$ cat src/rtl/menu_vga_render_if.sv
// Menu/VGA render port bundle: menu state in, pixel colour, syncs and
// frame marker out. The renderer uses the slave view; the menu FSM / board
// side uses the master view.
interface menu_vga_render_if;
    logic [2:0]  menu_state;
    logic [11:0] RGB;
    logic        vga_h;
    logic        vga_v;
    logic        frame_start;

    modport master (
        output menu_state,
        input  RGB,
        input  vga_h,
        input  vga_v,
        input  frame_start
    );

    modport slave (
        input  menu_state,
        output RGB,
        output vga_h,
        output vga_v,
        output frame_start
    );
endinterface

$ cat src/rtl/menu_vga_render.sv
// Menu / game-select screen renderer for a 640x480@60 Hz VGA output.
// A divide-by-CLK_DIV pixel enable on the system clock steps the raster
// counters; the menu state is shadowed once per frame so the picture never
// tears. Colour and sync are registered together one pixel after the counters.
// Geometry parameters default to the standard 640x480 timing and menu layout.
module menu_vga_render #(
    parameter int CLK_DIV    = 4,
    parameter int H_ACTIVE   = 640,
    parameter int H_SYNC_BEG = 656,
    parameter int H_SYNC_END = 751,
    parameter int H_TOTAL    = 800,
    parameter int V_ACTIVE   = 480,
    parameter int V_SYNC_BEG = 490,
    parameter int V_SYNC_END = 491,
    parameter int V_TOTAL    = 525,
    parameter int BOX_X0     = 192,
    parameter int BOX_X1     = 447,
    parameter int BOX_Y0     = 64,
    parameter int BOX_H      = 64,
    parameter int BOX_PITCH  = 96
) (
    input  logic             sys_clk,
    input  logic             sys_rst_n,
    menu_vga_render_if.slave vga
);
    localparam int DIV_W = (CLK_DIV > 1) ? $clog2(CLK_DIV) : 1;
    localparam int HW    = $clog2(H_TOTAL);
    localparam int VW    = $clog2(V_TOTAL);

    localparam logic [DIV_W-1:0] DIV_LAST = DIV_W'(CLK_DIV - 1);

    localparam logic [HW-1:0] H_LAST = HW'(H_TOTAL - 1);
    localparam logic [HW-1:0] H_ACT  = HW'(H_ACTIVE);
    localparam logic [HW-1:0] HS_BEG = HW'(H_SYNC_BEG);
    localparam logic [HW-1:0] HS_END = HW'(H_SYNC_END);
    localparam logic [HW-1:0] BX_LO  = HW'(BOX_X0);
    localparam logic [HW-1:0] BX_HI  = HW'(BOX_X1);

    localparam logic [VW-1:0] V_LAST = VW'(V_TOTAL - 1);
    localparam logic [VW-1:0] V_ACT  = VW'(V_ACTIVE);
    localparam logic [VW-1:0] VS_BEG = VW'(V_SYNC_BEG);
    localparam logic [VW-1:0] VS_END = VW'(V_SYNC_END);

    // Box row bounds are elaboration-time constants; the decode is compare only.
    localparam logic [VW-1:0] BOX_T0 = VW'(BOX_Y0);
    localparam logic [VW-1:0] BOX_B0 = VW'(BOX_Y0 + BOX_H - 1);
    localparam logic [VW-1:0] BOX_T1 = VW'(BOX_Y0 + BOX_PITCH);
    localparam logic [VW-1:0] BOX_B1 = VW'(BOX_Y0 + BOX_PITCH + BOX_H - 1);
    localparam logic [VW-1:0] BOX_T2 = VW'(BOX_Y0 + 2 * BOX_PITCH);
    localparam logic [VW-1:0] BOX_B2 = VW'(BOX_Y0 + 2 * BOX_PITCH + BOX_H - 1);
    localparam logic [VW-1:0] BOX_T3 = VW'(BOX_Y0 + 3 * BOX_PITCH);
    localparam logic [VW-1:0] BOX_B3 = VW'(BOX_Y0 + 3 * BOX_PITCH + BOX_H - 1);

    localparam logic [11:0] COL_BLACK = 12'h000;
    localparam logic [11:0] COL_RED   = 12'hF00;
    localparam logic [11:0] COL_GREEN = 12'h0F0;
    localparam logic [11:0] COL_CYAN  = 12'h0FF;
    localparam logic [11:0] COL_BG    = 12'h00F;
    localparam logic [11:0] COL_SEL   = 12'hFF0;
    localparam logic [11:0] COL_BOX   = 12'h888;

    logic [DIV_W-1:0] div_q, div_d;
    logic             pix_en_s;
    logic [HW-1:0]    h_cnt_q, h_cnt_d;
    logic [VW-1:0]    v_cnt_q, v_cnt_d;
    logic             frame_end_s;
    logic [2:0]       shadow_q;
    logic             active_s;
    logic             box_x_s;
    logic             box_y_s;
    logic [1:0]       box_idx_s;
    logic [11:0]      rgb_q, rgb_d;
    logic             vga_h_q, vga_h_d;
    logic             vga_v_q, vga_v_d;
    logic             frame_start_q;

    assign pix_en_s    = (div_q == DIV_LAST);
    assign frame_end_s = (h_cnt_q == H_LAST) && (v_cnt_q == V_LAST);
    assign active_s    = (h_cnt_q < H_ACT) && (v_cnt_q < V_ACT);
    assign box_x_s     = (h_cnt_q >= BX_LO) && (h_cnt_q <= BX_HI);

    // Divider next state: count 0..CLK_DIV-1, wrapping on the pixel-enable cycle
    always_comb begin
        if (pix_en_s) begin
            div_d = '0;
        end else begin
            div_d = div_q + DIV_W'(1);
        end
    end

    // Raster counter next state: h wraps at end of line, v steps on each h wrap
    always_comb begin
        h_cnt_d = h_cnt_q;
        v_cnt_d = v_cnt_q;
        if (h_cnt_q == H_LAST) begin
            h_cnt_d = '0;
            if (v_cnt_q == V_LAST) begin
                v_cnt_d = '0;
            end else begin
                v_cnt_d = v_cnt_q + VW'(1);
            end
        end else begin
            h_cnt_d = h_cnt_q + HW'(1);
        end
    end

    // Which menu item row (if any) the current line falls in
    always_comb begin
        box_y_s   = 1'b1;
        box_idx_s = 2'd0;
        if ((v_cnt_q >= BOX_T0) && (v_cnt_q <= BOX_B0)) begin
            box_idx_s = 2'd0;
        end else if ((v_cnt_q >= BOX_T1) && (v_cnt_q <= BOX_B1)) begin
            box_idx_s = 2'd1;
        end else if ((v_cnt_q >= BOX_T2) && (v_cnt_q <= BOX_B2)) begin
            box_idx_s = 2'd2;
        end else if ((v_cnt_q >= BOX_T3) && (v_cnt_q <= BOX_B3)) begin
            box_idx_s = 2'd3;
        end else begin
            box_y_s   = 1'b0;
            box_idx_s = 2'd0;
        end
    end

    // Pixel colour for the current counter position and shadowed menu state
    always_comb begin
        rgb_d = COL_BLACK;
        if (active_s) begin
            if (shadow_q[0]) begin
                case (shadow_q[2:1])
                    2'd0:    rgb_d = COL_RED;
                    2'd1:    rgb_d = COL_GREEN;
                    2'd2:    rgb_d = COL_CYAN;
                    2'd3:    rgb_d = COL_BLACK;
                    default: rgb_d = COL_BLACK;
                endcase
            end else if (box_x_s && box_y_s) begin
                if (box_idx_s == shadow_q[2:1]) begin
                    rgb_d = COL_SEL;
                end else begin
                    rgb_d = COL_BOX;
                end
            end else begin
                rgb_d = COL_BG;
            end
        end else begin
            rgb_d = COL_BLACK;
        end
    end

    // Active-low sync pulses decoded from the current counter position
    always_comb begin
        vga_h_d = ~((h_cnt_q >= HS_BEG) && (h_cnt_q <= HS_END));
        vga_v_d = ~((v_cnt_q >= VS_BEG) && (v_cnt_q <= VS_END));
    end

    // Pixel-enable divider register
    always_ff @(posedge sys_clk or negedge sys_rst_n) begin
        if (!sys_rst_n) begin
            div_q <= '0;
        end else begin
            div_q <= div_d;
        end
    end

    // Raster counters, per-frame state shadow and frame marker
    always_ff @(posedge sys_clk or negedge sys_rst_n) begin
        if (!sys_rst_n) begin
            h_cnt_q       <= '0;
            v_cnt_q       <= '0;
            shadow_q      <= 3'd0;
            frame_start_q <= 1'b0;
        end else begin
            frame_start_q <= 1'b0;
            if (pix_en_s) begin
                h_cnt_q <= h_cnt_d;
                v_cnt_q <= v_cnt_d;
                if (frame_end_s) begin
                    shadow_q      <= vga.menu_state;
                    frame_start_q <= 1'b1;
                end
            end
        end
    end

    // Colour and syncs registered together so they stay pixel-aligned
    always_ff @(posedge sys_clk or negedge sys_rst_n) begin
        if (!sys_rst_n) begin
            rgb_q   <= COL_BLACK;
            vga_h_q <= 1'b1;
            vga_v_q <= 1'b1;
        end else if (pix_en_s) begin
            rgb_q   <= rgb_d;
            vga_h_q <= vga_h_d;
            vga_v_q <= vga_v_d;
        end
    end

    assign vga.RGB         = rgb_q;
    assign vga.vga_h       = vga_h_q;
    assign vga.vga_v       = vga_v_q;
    assign vga.frame_start = frame_start_q;
endmodule

$ cat src/flat_wrapper.sv
// flat-port wrapper written by rule: the top's interface ports become plain ports
module menu_vga_render_flat 
#(
    parameter int CLK_DIV    = 4,
    parameter int H_ACTIVE   = 640,
    parameter int H_SYNC_BEG = 656,
    parameter int H_SYNC_END = 751,
    parameter int H_TOTAL    = 800,
    parameter int V_ACTIVE   = 480,
    parameter int V_SYNC_BEG = 490,
    parameter int V_SYNC_END = 491,
    parameter int V_TOTAL    = 525,
    parameter int BOX_X0     = 192,
    parameter int BOX_X1     = 447,
    parameter int BOX_Y0     = 64,
    parameter int BOX_H      = 64,
    parameter int BOX_PITCH  = 96
)
  (sys_clk, sys_rst_n, vga_menu_state, vga_RGB, vga_vga_h, vga_vga_v, vga_frame_start);
  menu_vga_render_if vga_i ();
  input  logic sys_clk;
  input  logic sys_rst_n;
  input wire logic [$bits(vga_i.menu_state)-1:0] vga_menu_state;
  output wire logic [$bits(vga_i.RGB)-1:0] vga_RGB;
  output wire logic [$bits(vga_i.vga_h)-1:0] vga_vga_h;
  output wire logic [$bits(vga_i.vga_v)-1:0] vga_vga_v;
  output wire logic [$bits(vga_i.frame_start)-1:0] vga_frame_start;
  assign vga_i.menu_state = vga_menu_state;
  assign vga_RGB = vga_i.RGB;
  assign vga_vga_h = vga_i.vga_h;
  assign vga_vga_v = vga_i.vga_v;
  assign vga_frame_start = vga_i.frame_start;
  menu_vga_render #(.CLK_DIV(CLK_DIV), .H_ACTIVE(H_ACTIVE), .H_SYNC_BEG(H_SYNC_BEG), .H_SYNC_END(H_SYNC_END), .H_TOTAL(H_TOTAL), .V_ACTIVE(V_ACTIVE), .V_SYNC_BEG(V_SYNC_BEG), .V_SYNC_END(V_SYNC_END), .V_TOTAL(V_TOTAL), .BOX_X0(BOX_X0), .BOX_X1(BOX_X1), .BOX_Y0(BOX_Y0), .BOX_H(BOX_H), .BOX_PITCH(BOX_PITCH)) u_core (.sys_clk(sys_clk), .sys_rst_n(sys_rst_n), .vga(vga_i));
endmodule
$ cat config.mk
export PLATFORM = sky130hd
export DESIGN_NAME = menu_vga_render_flat
export DESIGN_NICKNAME = d
export VERILOG_FILES = /design/src/rtl/menu_vga_render_if.sv /design/src/rtl/menu_vga_render.sv /design/src/flat_wrapper.sv
export SDC_FILE = /design/constraint.sdc
export NUM_CORES = 1
export LEC_CHECK = 0
export ABC_CLOCK_PERIOD_IN_PS = 2200
export CAP_MARGIN = 10
export CORE_MARGIN = 5
export CORE_UTILIZATION = 35
export CTS_BUF_LIST = sky130_fd_sc_hd__clkbuf_8
export DETAILED_ROUTE_END_ITERATION = 12
export PLACE_DENSITY = 0.56
export SYNTH_ARGS = -nofsm -noshare
export SYNTH_HDL_FRONTEND = slang
export SYNTH_SLANG_ARGS = --single-unit
$ cat constraint.sdc
create_clock -name sys_clk -period 2.2 [get_ports sys_clk]
set_input_delay 0.55 -clock sys_clk [delete_from_list [all_inputs] [get_ports sys_clk]]
set_output_delay 0.55 -clock sys_clk [all_outputs]
set_load 0.01 [all_outputs]
==> results of run 1 <==
==> stage by stage <==
stage,instances,hold WS [ns],setup slack (ns)
CTS,280,0.4251,0.2956
finish,280,0.4212,0.3155
floorplan,192,0.2544,0.5961
detailed placement,272,0.4166,0.4478
global placement,272,0.4120,0.4947
global route,280,0.4787,0.2631
==> cell families after synthesis <==
group                    share of synthesized area (%)
adder cells (fa/ha/maj)                          4.539
XOR/XNOR                                         5.901
buffers and inverters                            8.236
flip-flops                                       44.23
AO/OA/AOI/OAI                                    12.52
multiplexers                                     1.167
AND/OR/NAND/NOR                                  23.41
==> flip-flops by register name, summed over array words and instances (netlist names) <==
| signal | cells |
|---|---|
| u_core.div_q | 2 |
| u_core.h_cnt_q | 10 |
| u_core.shadow_q | 3 |
| u_core.v_cnt_q | 10 |
| u_core.vga.RGB | 6 |
| u_core.vga.frame_start | 1 |
| u_core.vga.vga_h | 1 |
| u_core.vga.vga_v | 1 |
==> placed cells by master (no fill, tap or decap), drive strengths merged, types with 3 or more instances in the layout <==
| cell type | synthesis | layout |
|---|---|---|
| nor2 | 9 | 9 |
| nand4b | 3 | 3 |
| nor4 | 3 | 3 |
| nand4 | 9 | 9 |
| or3 | 3 | 3 |
| clkbuf | 4 | 6 |
| nand3 | 8 | 8 |
| inv | 10 | 12 |
| buf | 10 | 3 |
| nand2 | 16 | 16 |
| nor2b | 3 | 3 |
| nor3 | 8 | 8 |
| o21ai | 15 | 15 |
| ha | 7 | 7 |
| xnor2 | 7 | 7 |
| and3 | 7 | 7 |
| a21oi | 5 | 5 |
| clkdlybuf4s50 | 0 | 19 |
| xor2 | 6 | 6 |
| dfrtp | 32 | 32 |
==> how the worst max path moves through the flow <==
stage	from	to	slack (ns)
2_1_floorplan	u_core.v_cnt_q[0]$_DFFE_PN0P_	u_core.shadow_q[0]$_DFFE_PN0P_	0.60
3_3_place_gp	u_core.v_cnt_q[6]$_DFFE_PN0P_	u_core.shadow_q[0]$_DFFE_PN0P_	0.49
3_5_place_dp	u_core.v_cnt_q[6]$_DFFE_PN0P_	u_core.shadow_q[0]$_DFFE_PN0P_	0.45
4_1_cts	u_core.vga.vga_v$_DFFE_PN1P_	vga_vga_v	0.30
5_1_grt	u_core.vga.vga_h$_DFFE_PN1P_	vga_vga_h	0.26
6_report	u_core.vga.vga_v$_DFFE_PN1P_	vga_vga_v	0.32
==> final cells by class <==
class	count	share of cell area, %
well taps	72	4.093
multi-input cells	134	41.67
inverters	10	1.706
repair buffers	22	9.665
clock buffers	6	3.752
clock inverters	2	0.3411
flip-flops and latches	34	38.77
==> metal layers <==
layer / GRT usage (%) / vias to the layer above
met4: 4.094 / 0
met3: 2.846 / 7
met5: 0 / -
li1: - / 720
met1: 16.15 / 669
met2: 17.50 / 16
==> synthesized netlist by cell type (2+ instances only) <==
library cell	count	area share, %
dfstp_2	2	2.7
nand4b_1	3	1.4
mux2_2	2	1.2
a32oi_1	2	0.91
nor3_1	7	1.8
a21oi_1	5	1.3
o2bb2ai_1	2	0.91
or3_1	3	0.97
ha_1	7	4.5
inv_1	10	1.9
dfrtp_1	32	42
nand3_1	8	2.1
clkbuf_8	2	1.4
clkbuf_1	2	0.39
nor2b_1	3	0.97
nor4_1	3	0.97
a21o_1	2	0.78
nand4_1	8	2.6
xnor2_1	7	3.2
buf_6	3	1.8
a22o_1	2	0.91
xor2_1	6	2.7
buf_4	7	2.7
o21ai_0	14	3.6
and3_1	7	2.3
nand2_1	15	2.9
nor2_1	8	1.6
==> where the power goes <==
part / switching, mW / internal (mW) / total (mW)
clock network: 0.216 / 0.246 / 0.462
logic: 0.0131 / 0.00741 / 0.0205
registers: 0 / 0.625 / 0.625
total: 0.229 / 0.878 / 1.11
==> results.json, run 1 <==
{
  "status": "finished clean",
  "path_cells": "clkdlybuf4s50_1",
  "setup_viol": 0,
  "synth_seq_cells": 34,
  "syn_to_final_growth_pct": 14.07,
  "relSlewSlack_pct": 70.40,
  "synth_cell_type_count": 47,
  "hpwl_um": 2758,
  "die_w_um": 84.25,
  "post_cts_buffers": 0,
  "synth_area_mm2": 0.001929,
  "min_period_ns": 1.885,
  "power_leakage_nw": 0.9623,
  "route.detailed.drc": 0,
  "r2r_end": "u_core.shadow_q[0]$_DFFE_PN0P_",
  "required_ns": 1.65,
  "crit_buf_inv": 1,
  "worstHoldPathCells": 1,
  "clock_latency_ns": 0.28,
  "crit_type": "flip-flop to output pin",
  "crit_cells": 1,
  "startpoint_type": "flip-flop",
  "dr.pass1.iters": 4,
  "coreArea_mm2": 0.005439,
  "regArea_um2": 853.3,
  "multiInputGateArea_um2": 917.1,
  "diodes": 0,
  "cts.clk_slew.worst_paths_ns": 0.06,
  "cts_tree": "built",
  "r2r_start": "u_core.v_cnt_q[6]$_DFFE_PN0P_",
  "place.gp.congestion": 0.7900,
  "hold_violations": 0,
  "fp-row-count": 27,
  "hold_path_end": "u_core.div_q[0]$_DFF_PN0_",
  "htree_levels": 2,
  "slowest_delay_ns": 0.53,
  "tightest_slew_ns": 0.4406,
  "via_per_inst": 5.043,
  "drt_iter0_markers": 91,
  "grt_pass1_vias": 1382,
  "power_mw": 1.107,
  "dr_wl_met2_um": 1722,
  "end_kind": "output pin",
  "power_density_mw_per_mm2": 503.1,
  "avgRoutedWirePerCell_um": 13.32,
  "top_layer_used": "met4",
  "cts_buffers": 5,
  "slew_viol_final": 0,
  "hp-class": "flip-flop to flip-flop",
  "timing.final.crit_share_pct": 85.66,
  "wl_met1_um": 1848,
  "cts_root_buffer": "clkbuf_8",
  "async_flop_share_pct": 100.0,
  "reg2reg_slack_ns": 0.44,
  "crit_fanout": 2,
  "portBuffers": 19,
  "nets": 219,
  "wl_met3_um": 107,
  "antenna_found_initial": 0,
  "cts_hold_buf": 0,
  "wirelength_um": 3730,
  "yosysWarnings": 0,
  "layout-drive-gt1-share_pct": 10.10,
  "die_height_um": 84.25,
  "grt_overflow_total": 0,
  "die_area_mm2": 0.007097,
  "cp.arrival_ns": 1.33,
  "post_cts_resized": 0,
  "clockBufferDepth": 2,
  "slowest_stage": "dfstp_2",
  "cp_top_family": "flip-flops",
  "pin_count": 20,
  "track_usage_pct": 11.60,
  "fin_setup_tns_ns": 0,
  "syn-instance-count": 192,
  "vdd_ir_drop_max_mv": 0.2080,
  "grt_max_degree": 35,
  "skew_ns": 0.009423,
  "stdcell_area_mm2": 0.002201,
  "fillers": 518,
  "final_core_util_pct": 40.46,
  "avgSynthCellArea_um2": 10.05,
  "placed_area_mm2": 0.002111,
  "syn_nets": 204,
  "cap_violations": 0,
  "rsz0062_at_grt": "false",
  "cts_num_sinks": 34,
  "start_util_pct": 35.47,
  "r2r_cells": 4,
  "yosysSeqAreaShare_pct": 44.23,
  "synth_edf_count": 0,
  "synth_ff_type": "dfrtp_1",
  "vias": 1412,
  "grt_pass1_wl_um": 6741,
  "max_freq_mhz": 530.6,
  "final_antenna_net_count": 0,
  "min_from": "u_core.div_q[0]$_DFF_PN0_"
}
Note: power is estimated with default switching activity, not from simulation.
==> inputs of run 2 (changes only) <==
--- a/config.mk
+++ b/config.mk
@@ -11,6 +11,7 @@
 export CORE_UTILIZATION = 35
 export CTS_BUF_LIST = sky130_fd_sc_hd__clkbuf_8
 export DETAILED_ROUTE_END_ITERATION = 12
+export HOLD_SLACK_MARGIN = 0.05
 export PLACE_DENSITY = 0.56
 export SYNTH_ARGS = -nofsm -noshare
 export SYNTH_HDL_FRONTEND = slang
==> results of run 2 <==
No change in the layout: final DEF, timing and power equal those of run 1.
==> inputs of run 3 (changes only) <==
--- a/config.mk
+++ b/config.mk
@@ -5,7 +5,7 @@
 export SDC_FILE = /design/constraint.sdc
 export NUM_CORES = 1
 export LEC_CHECK = 0
-export ABC_CLOCK_PERIOD_IN_PS = 2200
+export ABC_CLOCK_PERIOD_IN_PS = 1900
 export CAP_MARGIN = 10
 export CORE_MARGIN = 5
 export CORE_UTILIZATION = 35
@@ -13,6 +13,7 @@
 export DETAILED_ROUTE_END_ITERATION = 12
 export HOLD_SLACK_MARGIN = 0.05
 export PLACE_DENSITY = 0.56
+export SLEW_MARGIN = 30
 export SYNTH_ARGS = -nofsm -noshare
 export SYNTH_HDL_FRONTEND = slang
 export SYNTH_SLANG_ARGS = --single-unit
==> constraint.sdc (replaced) <==
create_clock -name sys_clk -period 1.9 [get_ports sys_clk]
set_input_delay 0.475 -clock sys_clk [delete_from_list [all_inputs] [get_ports sys_clk]]
set_output_delay 0.475 -clock sys_clk [all_outputs]
set_load 0.01 [all_outputs]
==> results.json, run 3 (synthesis gave the netlist of run 1 again) <==
{
  "crit_buf_inv": 1,
  "p_clk_share_pct": 39.5,
  "grt_overflow_total": 0,
  "required_ns": 1.42,
  "track_usage_pct": 12.12,
  "die_area_mm2": 0.007097,
  "status": "finished clean",
  "cp_top_family": "flip-flops",
  "seqPwrFrac_pct": 58.3,
  "fillers": 535,
  "power_density_mw_per_mm2": 556.8,
  "setup_ws_ns": 0.07891,
  "cts_tree": "built",
  "rsz0062_at_grt": "false",
  "max_freq_mhz": 549.1,
  "relSlewSlack_pct": 71.17,
  "intPower_mw": 0.9768,
  "path_cells": "clkdlybuf4s50_1",
  "crit_type": "flip-flop to output pin",
  "placed_cells": 276,
  "most-common-layout-cells": "dfrtp_1, clkdlybuf4s50_1, nand2_1",
  "diodes": 0,
  "hpwl_um": 2891,
  "cts_root_buffer": "clkbuf_8",
  "htree_levels": 2,
  "dp_slack_ns": 0.2093,
  "coreArea_mm2": 0.005439,
  "drt_iter0_markers": 116,
  "swShare_pct": 21.32,
  "power_mw": 1.242,
  "syn_to_final_growth_pct": 15.56,
  "vias": 1413,
  "layout-drive-gt1-share_pct": 11.37,
  "cap_violations": 0,
  "fin_setup_tns_ns": 0,
  "portBuffers": 19,
  "vdd_ir_drop_max_mv": 0.2744,
  "die_height_um": 84.25,
  "post_cts_buffers": 0,
  "via_per_inst": 4.993,
  "holdWs_ns": 0.4252,
  "hp-class": "flip-flop to flip-flop",
  "grt_pass1_wl_um": 6989,
  "die_w_um": 84.25,
  "power_frac_comb_pct": 2.1,
  "stdcell_area_mm2": 0.002230,
  "multiInputGateArea_um2": 917.1,
  "tightest_slew_ns": 0.4291,
  "final_common_cell": "dfrtp_1",
  "setup_viol": 0,
  "nets": 223,
  "route.detailed.drc": 0,
  "grt_max_degree": 35,
  "wirelength_um": 3850,
  "p_sw_mw": 0.2647,
  "grt_pass1_vias": 1514,
  "place.gp.congestion": 0.8252,
  "final_antenna_net_count": 0,
  "skew_ns": 0.003626,
  "start_util_pct": 35.47,
  "fp-row-count": 27,
  "slew_viol_final": 0,
  "cp.arrival_ns": 1.35,
  "cts_buffers": 5,
  "crit_fanout": 2,
  "final_cells": 283,
  "pin_count": 20,
  "cts_hold_buf": 0,
  "startpoint_type": "flip-flop",
  "slowest_stage": "dfstp_2",
  "min_period_ns": 1.821,
  "cts.clk_slew.worst_paths_ns": 0.07,
  "regArea_um2": 853.3,
  "timing.final.crit_share_pct": 95.85,
  "slowest_delay_ns": 0.53,
  "clockBufferDepth": 2,
  "clock_latency_ns": 0.28,
  "avgRoutedWirePerCell_um": 13.60,
  "placed_area_mm2": 0.002153,
  "reg2reg_slack_ns": 0.20,
  "power_leakage_nw": 0.9789,
  "post_cts_resized": 0,
  "dr.pass1.iters": 4,
  "cts_num_sinks": 34,
  "final_core_util_pct": 40.99,
  "end_kind": "output pin",
  "hold_violations": 0,
  "antenna_found_initial": 0
}
[run 3: final timing paths]
kind | start | end | cells past startpoint
worst max register to register | u_core.v_cnt_q[0]$_DFFE_PN0P_ | u_core.shadow_q[0]$_DFFE_PN0P_ | 6
min in group asynchronous | sys_rst_n | u_core.div_q[0]$_DFF_PN0_ | 2
worst min-delay path | u_core.div_q[0]$_DFF_PN0_ | u_core.div_q[0]$_DFF_PN0_ | 1
worst max-delay path | u_core.vga.vga_h$_DFFE_PN1P_ | vga_vga_h | 1
max in group asynchronous | sys_rst_n | u_core.vga.vga_h$_DFFE_PN1P_ | 2
worst min register to register | u_core.div_q[0]$_DFF_PN0_ | u_core.div_q[0]$_DFF_PN0_ | 1
[run 3: metal layers]
metal  track usage (%)  part of all wire, %  vias to the layer above
li1                  -                    -                      720
met1             15.02                   48                      669
met2             20.52                   48                       18
met3             2.552                  2.9                        6
met4             4.825                  1.4                        0
met5                 0                    0                        -
[run 3: layout make-up]
type / count / area share, %
multi-input combinational: 134 / 41.13
sequential: 34 / 38.27
timing repair buffer: 26 / 11.45
tap: 72 / 4.040
clock buffer: 5 / 3.086
inverter: 10 / 1.684
clock inverter: 2 / 0.3367
[run 3: power groups by stage]
stage | Combinational, mW | Sequential, mW | Clock (mW)
after floorplan | 0.0000645 | 0.738 | 0
after global placement | 0.0287 | 0.737 | 0
after detailed placement | 0.0286 | 0.737 | 0
after CTS | 0.0287 | 0.724 | 0.512
after global routing | 0.0313 | 0.723 | 0.542
final | 0.0266 | 0.724 | 0.491
